==> src/rtl/tartaruga_pkg.sv <==
// Shared types and constants for the tartaruga core front end.
// Holds the fetch FSM state encoding, the buffered fetch entry and the default boot address.
package tartaruga_pkg;

    typedef logic [31:0] bus32_t;

    localparam bus32_t      RESET_VECTOR_DEFAULT    = 32'h0000_0000;
    localparam int unsigned FETCH_BUF_DEPTH_DEFAULT = 2;
    localparam bus32_t      INSTR_BYTES             = 32'd4;

    typedef enum logic [1:0] {
        BOOT   = 2'd0,
        RUN    = 2'd1,
        HALTED = 2'd2
    } fetch_state_t;

    typedef struct packed {
        bus32_t pc;
        bus32_t instr;
    } fetch_entry_t;

    function automatic logic is_word_aligned(input bus32_t addr);
        return addr[1:0] == 2'b00;
    endfunction

endpackage

==> src/rtl/fetch_buffer.sv <==
// Small synchronous FIFO holding fetched {pc, instr} pairs between fetch and decode.
// Flush empties it in one cycle; pointers wrap explicitly so any depth >= 2 works.
module fetch_buffer
    import tartaruga_pkg::*;
#(
    parameter int unsigned DEPTH = FETCH_BUF_DEPTH_DEFAULT
) (
    input  logic                           clk_i,
    input  logic                           rst_i,
    input  logic                           flush_i,
    input  logic                           push_i,
    input  fetch_entry_t                   push_data_i,
    input  logic                           pop_i,
    output fetch_entry_t                   head_o,
    output logic                           full_o,
    output logic                           empty_o,
    output logic [$clog2(DEPTH+1)-1:0]     count_o
);

    localparam int unsigned PTR_W = (DEPTH > 1) ? $clog2(DEPTH) : 1;
    localparam int unsigned CNT_W = $clog2(DEPTH + 1);

    fetch_entry_t     mem_q [DEPTH];
    logic [PTR_W-1:0] head_q, head_d;
    logic [PTR_W-1:0] tail_q, tail_d;
    logic [CNT_W-1:0] count_q, count_d;
    logic             push_ok;
    logic             pop_ok;
    logic             wr_en;

    function automatic logic [PTR_W-1:0] ptr_inc(input logic [PTR_W-1:0] ptr);
        if (ptr == PTR_W'(DEPTH - 1)) begin
            return '0;
        end
        return ptr + 1'b1;
    endfunction

    assign full_o  = (count_q == CNT_W'(DEPTH));
    assign empty_o = (count_q == '0);
    assign count_o = count_q;
    assign head_o  = mem_q[head_q];

    // A push into a full buffer is only legal when the head leaves in the same cycle.
    assign push_ok = push_i && (!full_o || pop_i);
    assign pop_ok  = pop_i && !empty_o;

    always_comb begin
        // NOTE: every signal driven here gets a default first, so no path can infer a latch.
        head_d  = head_q;
        tail_d  = tail_q;
        count_d = count_q;
        wr_en   = 1'b0;
        if (flush_i) begin
            head_d  = '0;
            tail_d  = '0;
            count_d = '0;
        end else begin
            if (push_ok) begin
                wr_en  = 1'b1;
                tail_d = ptr_inc(tail_q);
            end
            if (pop_ok) begin
                head_d = ptr_inc(head_q);
            end
            case ({push_ok, pop_ok})
                2'b10:   count_d = count_q + 1'b1;
                2'b01:   count_d = count_q - 1'b1;
                default: count_d = count_q;
            endcase
        end
    end

    always_ff @(posedge clk_i) begin
        // NOTE: sequential state uses non-blocking assignments so every register samples pre-edge values.
        if (rst_i) begin
            head_q  <= '0;
            tail_q  <= '0;
            count_q <= '0;
        end else begin
            head_q  <= head_d;
            tail_q  <= tail_d;
            count_q <= count_d;
        end
    end

    // NOTE: storage is deliberately not reset; an empty count already hides stale contents.
    always_ff @(posedge clk_i) begin
        if (wr_en) begin
            mem_q[tail_q] <= push_data_i;
        end
    end

endmodule

==> src/rtl/fetch_ctrl.sv <==
// Instruction fetch controller: drives the PC, captures instructions into a small buffer
// and presents them to decode with a valid/ready handshake, honouring redirect and halt.
module fetch_ctrl
    import tartaruga_pkg::*;
#(
    parameter logic [31:0]  RESET_VECTOR = RESET_VECTOR_DEFAULT,
    parameter int unsigned  BUF_DEPTH    = FETCH_BUF_DEPTH_DEFAULT
) (
    input  logic        clk_i,
    input  logic        rst_i,
    output logic [31:0] pc_o,
    input  logic [31:0] instr_i,
    output logic        fetch_valid_o,
    input  logic        fetch_ready_i,
    output logic [31:0] fetch_instr_o,
    output logic [31:0] fetch_pc_o,
    input  logic        redirect_i,
    input  logic [31:0] redirect_pc_i,
    input  logic        halt_i,
    output logic        misalign_o
);

    localparam int unsigned CNT_W = $clog2(BUF_DEPTH + 1);

    fetch_state_t     state_q;
    logic [31:0]      pc_q, pc_d;
    logic             misalign_q;

    fetch_entry_t     push_entry;
    fetch_entry_t     head_entry;
    logic             buf_full;
    logic             buf_empty;
    logic [CNT_W-1:0] buf_count;
    logic             push;
    logic             pop;
    logic             unused_buf_empty;

    // A redirect squashes any handshake in the same cycle; the flush removes the entry anyway.
    assign pop  = fetch_valid_o && fetch_ready_i && !redirect_i;
    assign push = (state_q == RUN) && !redirect_i && !halt_i && (!buf_full || pop);

    assign pc_d       = pc_q + INSTR_BYTES;
    assign push_entry = '{pc: pc_q, instr: instr_i};

    fetch_buffer #(
        .DEPTH (BUF_DEPTH)
    ) u_buffer (
        .clk_i       (clk_i),
        .rst_i       (rst_i),
        .flush_i     (redirect_i),
        .push_i      (push),
        .push_data_i (push_entry),
        .pop_i       (pop),
        .head_o      (head_entry),
        .full_o      (buf_full),
        .empty_o     (buf_empty),
        .count_o     (buf_count)
    );

    assign unused_buf_empty = buf_empty;

    always_ff @(posedge clk_i) begin
        if (rst_i) begin
            state_q    <= BOOT;
            pc_q       <= RESET_VECTOR;
            misalign_q <= 1'b0;
        end else if (redirect_i) begin
            // A misaligned target keeps the old PC and parks the fetcher until a good redirect.
            if (is_word_aligned(redirect_pc_i)) begin
                pc_q       <= redirect_pc_i;
                misalign_q <= 1'b0;
                state_q    <= RUN;
            end else begin
                misalign_q <= 1'b1;
                state_q    <= HALTED;
            end
        end else begin
            case (state_q)
                BOOT: begin
                    state_q <= RUN;
                end
                RUN: begin
                    if (halt_i) begin
                        state_q <= HALTED;
                    end
                    if (push) begin
                        pc_q <= pc_d;
                    end
                end
                HALTED: begin
                    state_q <= HALTED;
                end
                default: begin
                    state_q <= BOOT;
                end
            endcase
        end
    end

    assign pc_o          = pc_q;
    assign fetch_valid_o = (buf_count != '0);
    assign fetch_instr_o = head_entry.instr;
    assign fetch_pc_o    = head_entry.pc;
    assign misalign_o    = misalign_q;

endmodule

==> config.mk <==
export PLATFORM = sky130hd
export DESIGN_NAME = fetch_ctrl
export DESIGN_NICKNAME = d
export VERILOG_FILES = /design/src/rtl/tartaruga_pkg.sv /design/src/rtl/fetch_buffer.sv /design/src/rtl/fetch_ctrl.sv
export SDC_FILE = /design/constraint.sdc
export NUM_CORES = 1
export LEC_CHECK = 0
export CAP_MARGIN = 20
export CORE_ASPECT_RATIO = 1.1
export CORE_MARGIN = 2
export CORE_UTILIZATION = 54
export DETAILED_ROUTE_END_ITERATION = 12
export PLACE_DENSITY = 0.81
export REMOVE_ABC_BUFFERS = 1
export SKIP_LAST_GASP = 1
export SLEW_MARGIN = 20
export SYNTH_ARGS = -nofsm -noshare
export SYNTH_HDL_FRONTEND = slang
export SYNTH_HIERARCHICAL = 1
export SYNTH_SLANG_ARGS = --single-unit
export TNS_END_PERCENT = 5
==> constraint.sdc <==
create_clock -name clk_i -period 18 [get_ports clk_i]
set_input_delay 1.8 -clock clk_i [delete_from_list [all_inputs] [get_ports clk_i]]
set_output_delay 1.8 -clock clk_i [all_outputs]
set_load 0.1 [all_outputs]
==> results.yml, run 1 <==
timing:
  hold_viol: 0
  worst_pin_slew_ps: 1020
  tns_ps: 0
  rsz0062_at_grt: "false"
  period_minus_slack_ps: 4650
  final.period_utilization: 0.258
  clock-skew-final_ps: 11.1
  setup_ws_ps: 13350
  fin_worst_hold_slack_ps: 504
  setup_viol: 0
  maxSlewHeadroom: 0.320
  max_clock_freq_mhz: 215
  maxSlewViolCount: 0
floorplanning:
  core_area_um2: 13100
  die_area_um2: 14200
  rows: 44
  die_h_um: 125
  initial_core_util: 0.547
  die_width_um: 114
  io-pin-count: 167
worst_setup_path:
  required_ps: 16200
  critPathKind: "flop to output port"
  r2r_setup_slack_ps: 15040
  endpoint_kind: "output port"
  cp.arrival_ps: 2850
  cp-start-kind: "flop"
  crit_path_max_fanout: 64
global_route:
  grtUsageTotal: 0.234
  grt_pass1_wl_mm: 25.9
  grt_start_max_net_pins: 72
  grt_pass1_vias: 5078
  antenna_found_initial: 0
  gr-total-overflow: 0
run:
  cap_viol_max_count: 0
layout:
  drive_above_1_share: 0.169
  fillers: 896
  nets: 768
  syn_to_final_growth_pct: 32.5
  diodes: 0
placement:
  place_ws_ps: 13330
  gp_congestion: 0.865
  dp_hpwl_mm: 10.7
  place.port_buffers: 166
run_status:
  status: "finished clean"
power:
  power_density_nw_per_um2: 90.1
  leakage_nw: 3.12
  peakVddDrop_uv: 49.0
cts:
  cts_resized: 0
  cts_sinks: 168
  cts_hold_buf: 0
  clk_pin_slew_ps: 60
  htreeDepth: 4
  cts_root_buf: "clkbuf_16"
  cts_tree: "yes"
  clk_latency_ps: 420
  cts_buffers: 17
  postCtsSetupBuffers: 0
  cts_max_path_buffers: 2
route:
  totalWireLength_mm: 16.6
  vias: 5214
  wl_per_cell_um: 19.1
  drc_errors: 0
  avgViaCountPerCell: 6.00
  drtPass1Iterations: 6
  drt-initial-drc-count: 484
  ant_nets: 0
synthesis:
  syn_area_um2: 7170
  synth.avg_cell_area_um2: 13.4
  synthCells: 534
  yosysWarningCount: 6
min_path:
  hold_class: "flop to flop"
area by class of cell:
cell class | count | area, µm² | share of cell area
Tap cell | 161 | 201 | 0.0212
Multi-Input combinational cell | 329 | 2370 | 0.249
Clock inverter | 12 | 118 | 0.0124
Clock buffer | 20 | 437 | 0.0460
Inverter | 7 | 26.3 | 0.00277
Sequential cell | 168 | 4650 | 0.489
Timing Repair Buffer | 172 | 1700 | 0.179
flip-flops by register name, summed over array words and instances, names as in the netlist, named ones only:
register / cells
u_buffer/mem_q: 128
pc_o: 32
state_q: 2
u_buffer/count_o: 2
misalign_o: 1
u_buffer/head_q: 1
u_buffer/tail_q: 1
metrics by stage:
step                power (mW)  cell area (µm²)   util  instances
finish                   0.856             9500  0.725        869
detailed placement       0.521             8930  0.682        837
global placement         0.519             8930  0.682        837
global route             0.882             9500  0.725        869
floorplan                0.485             7010      -        504
CTS                      0.860             9490  0.724        869
worst max-delay path, stage by stage, from the launching register on:
cell	delay, ps
dfxtp_4	890
mux2_2	320
clkdlybuf4s50_1	1140
final timing paths:
kind,startpoint,end,depth (start not counted)
setup / recovery,flop,fetch_pc_o[30],2
hold / removal,pc_o[0]$_SDFFE_PP0P_,u_buffer/mem_q[0][32]$_DFFE_PP_,0
setup reg to reg,state_q[1]$_SDFFE_PP0P_,u_buffer/mem_q[1][31]$_DFFE_PP_,7
hold reg to reg,pc_o[0]$_SDFFE_PP0P_,u_buffer/mem_q[0][32]$_DFFE_PP_,0
metal layers:
layer	share of wire	up-vias	track usage
li1	-	2390	-
met1	0.43	2517	0.329
met2	0.48	277	0.365
met3	0.073	30	0.0404
met4	0.019	0	0.0911
met5	0	-	0
power breakdown:
part / internal, mW / switching, mW / total (mW)
combinational: 0.0291 / 0.0553 / 0.0844
clock: 0.193 / 0.149 / 0.342
sequential: 0.421 / 0.00835 / 0.430
total: 0.643 / 0.213 / 0.856
placed cells by master (no fill, tap or decap), drive strengths merged, types with 7 or more instances in the layout:
cell           count
o21ai             21
and3               9
nand2             34
buf                7
edfxtp           128
nand3             14
mux2i              7
dfxtp             40
nor2              28
clkbuf            20
and4               8
nor4               9
nand4             13
a21oi             27
mux2              65
inv               11
nor3              18
clkdlybuf4s50    165
(Power assumes the default switching activity.)
==> run 2: changes to the inputs <==
--- a/config.mk
+++ b/config.mk
@@ -8,9 +8,9 @@
 export CAP_MARGIN = 20
 export CORE_ASPECT_RATIO = 1.1
 export CORE_MARGIN = 2
-export CORE_UTILIZATION = 54
+export CORE_UTILIZATION = 50
 export DETAILED_ROUTE_END_ITERATION = 12
-export PLACE_DENSITY = 0.81
+export PLACE_DENSITY = 0.76
 export REMOVE_ABC_BUFFERS = 1
 export SKIP_LAST_GASP = 1
 export SLEW_MARGIN = 20
==> constraint.sdc (replaced) <==
create_clock -name clk_i -period 4.4 [get_ports clk_i]
set_input_delay 0.44 -clock clk_i [delete_from_list [all_inputs] [get_ports clk_i]]
set_output_delay 0.44 -clock clk_i [all_outputs]
set_load 0.1 [all_outputs]
==> run 2 against run 1 <==
Effect of this change: die area grew 7.7%; sequential share of layout area shrank 0.35 points; register-to-register slack lost 14000 ps; first-iteration DRC count grew 4.5%; clock skew shrank 3.8 ps; final area grew 0.72%.
==> results.yml, run 2 (synthesis gave the netlist of run 1 again) <==
power:
  power_frac_comb: 0.097
  power_density_nw_per_um2: 371
  seq_power_share: 0.495
  leakage_nw: 3.15
  p_int_mw: 2.71
  p_switching_mw: 0.843
  pwr-share-clk: 0.408
  switching_share: 0.237
  peakVddDrop_uv: 273
floorplanning:
  io-pin-count: 167
  initial_core_util: 0.516
  core_area_um2: 13900
  die_h_um: 130
  rows: 45
  die_area_um2: 15300
  die_width_um: 118
global_route:
  grt_pass1_vias: 5140
  grtUsageTotal: 0.218
  grt_use_met3: 0.0577
  gr-total-overflow: 0
  gr-usage-met1: 0.280
  grt.met2_usage: 0.363
  grt_start_max_net_pins: 65
  antenna_found_initial: 0
  grt_pass1_wl_mm: 26.1
  grt_busiest_layer: "met2"
worst_setup_path:
  crit_end: "fetch_pc_o[17]"
  cp-start-kind: "flop"
  r2r-start: "state_q[1]$_SDFFE_PP0P_"
  endpoint_kind: "output port"
  critPathKind: "flop to output port"
  required_ps: 3960
  timing.rr.end: "u_buffer/mem_q[1][52]$_DFFE_PP_"
  cp.arrival_ps: 2860
  crit_path_max_fanout: 64
  r2r_setup_slack_ps: 1400
  worst-r2r-cell-count: 7
cts:
  cts_max_path_buffers: 2
  cts_resized: 0
  cts_sinks: 168
  cts_tree: "yes"
  htreeDepth: 4
  clk_latency_ps: 420
  cts_root_buf: "clkbuf_16"
  cts_hold_buf: 0
  cts_buffers: 17
  postCtsSetupBuffers: 0
  clk_pin_slew_ps: 60
timing:
  maxSlewViolCount: 0
  worst_pin_slew_ps: 1030
  hold_viol: 0
  clock-skew-final_ps: 7.28
  fin_worst_hold_slack_ps: 448
  max_clock_freq_mhz: 303
  period_minus_slack_ps: 3300
  rsz0062_at_grt: "false"
  setup_viol: 0
  maxSlewHeadroom: 0.311
  final.period_utilization: 0.750
layout:
  fillers: 1014
  largest_reg_flops: 128
  drive_above_1_share: 0.172
  diodes: 0
  top_register: "u_buffer/mem_q"
  final_cell_mix: "165 x clkdlybuf4s50_1, 128 x edfxtp_1, 65 x mux2_2"
  instances_no_fill: 897
  nets: 769
  syn_to_final_growth_pct: 33.5
  layout_commonest_cell: "clkdlybuf4s50_1"
run:
  cap_viol_max_count: 0
route:
  drtPass1Iterations: 5
  avgViaCountPerCell: 5.75
  wl_per_cell_um: 18.6
  ant_nets: 0
  drc_errors: 0
  totalWireLength_mm: 16.7
  drt-initial-drc-count: 506
  vias: 5160
placement:
  dp.cells: 865
  place.port_buffers: 166
  dp_hpwl_mm: 10.8
  gp_congestion: 0.886
run_status:
  status: "finished clean"
min_path:
  hold_class: "input port to flop"
[run 2: per-stage QoR]
step | setup TNS, ps | utilization | total power, mW | cell area, µm² | worst slack [ps]
final | 0 | 0.688 | 3.55 | 9570 | 1100
after global routing | 0 | 0.688 | 3.66 | 9570 | 994
after detailed placement | 0 | 0.646 | 2.13 | 8980 | 1150
after global placement | 0 | 0.646 | 2.13 | 8980 | 1230
after CTS | 0 | 0.688 | 3.58 | 9570 | 1070
after floorplan | -289030 | - | 1.99 | 7010 | -2440
[run 2: worst max-delay path: stages (launching register included)]
cell	delay (ps)
dfxtp_4	930
mux2_2	300
clkdlybuf4s50_1	1160
[run 2: power groups by stage]
stage / Combinational, mW / Sequential, mW / Clock (mW)
after floorplan: 0.106 / 1.88 / 0
after global placement: 0.337 / 1.79 / 0
after detailed placement: 0.342 / 1.79 / 0
after CTS: 0.344 / 1.76 / 1.47
after global routing: 0.362 / 1.76 / 1.54
final: 0.345 / 1.76 / 1.45
[run 2: worst min-delay path by stage]
stage / startpoint / to / slack, ps / cells past startpoint
final: redirect_i / misalign_o$_SDFFE_PP0P_ / 450 / 3
after global routing: redirect_i / misalign_o$_SDFFE_PP0P_ / 490 / 3
after CTS: redirect_i / misalign_o$_SDFFE_PP0P_ / 430 / 3
after detailed placement: pc_o[0]$_SDFFE_PP0P_ / u_buffer/mem_q[0][32]$_DFFE_PP_ / 490 / 0
after global placement: pc_o[1]$_SDFFE_PP0P_ / u_buffer/mem_q[1][33]$_DFFE_PP_ / 480 / 0
after floorplan: u_buffer/tail_q$_SDFFE_PP0P_ / u_buffer/tail_q$_SDFFE_PP0P_ / 460 / 2
[run 2: final cells by class]
class                           instances  area [µm²]  share of cell area
Inverter                                7        26.3             0.00275
Multi-Input combinational cell        329        2350               0.246
Timing Repair Buffer                  173        1720               0.180
Sequential cell                       168        4650               0.486
Clock inverter                         12         126              0.0132
Tap cell                              188         235              0.0246
Clock buffer                           20         457              0.0477
[run 2: per-layer routing]
metal  vias up  part of all wire
met3        28             0.066
met5         -                 0
met4         0             0.016
li1       2400                 -
met2       236              0.49
met1      2496              0.43
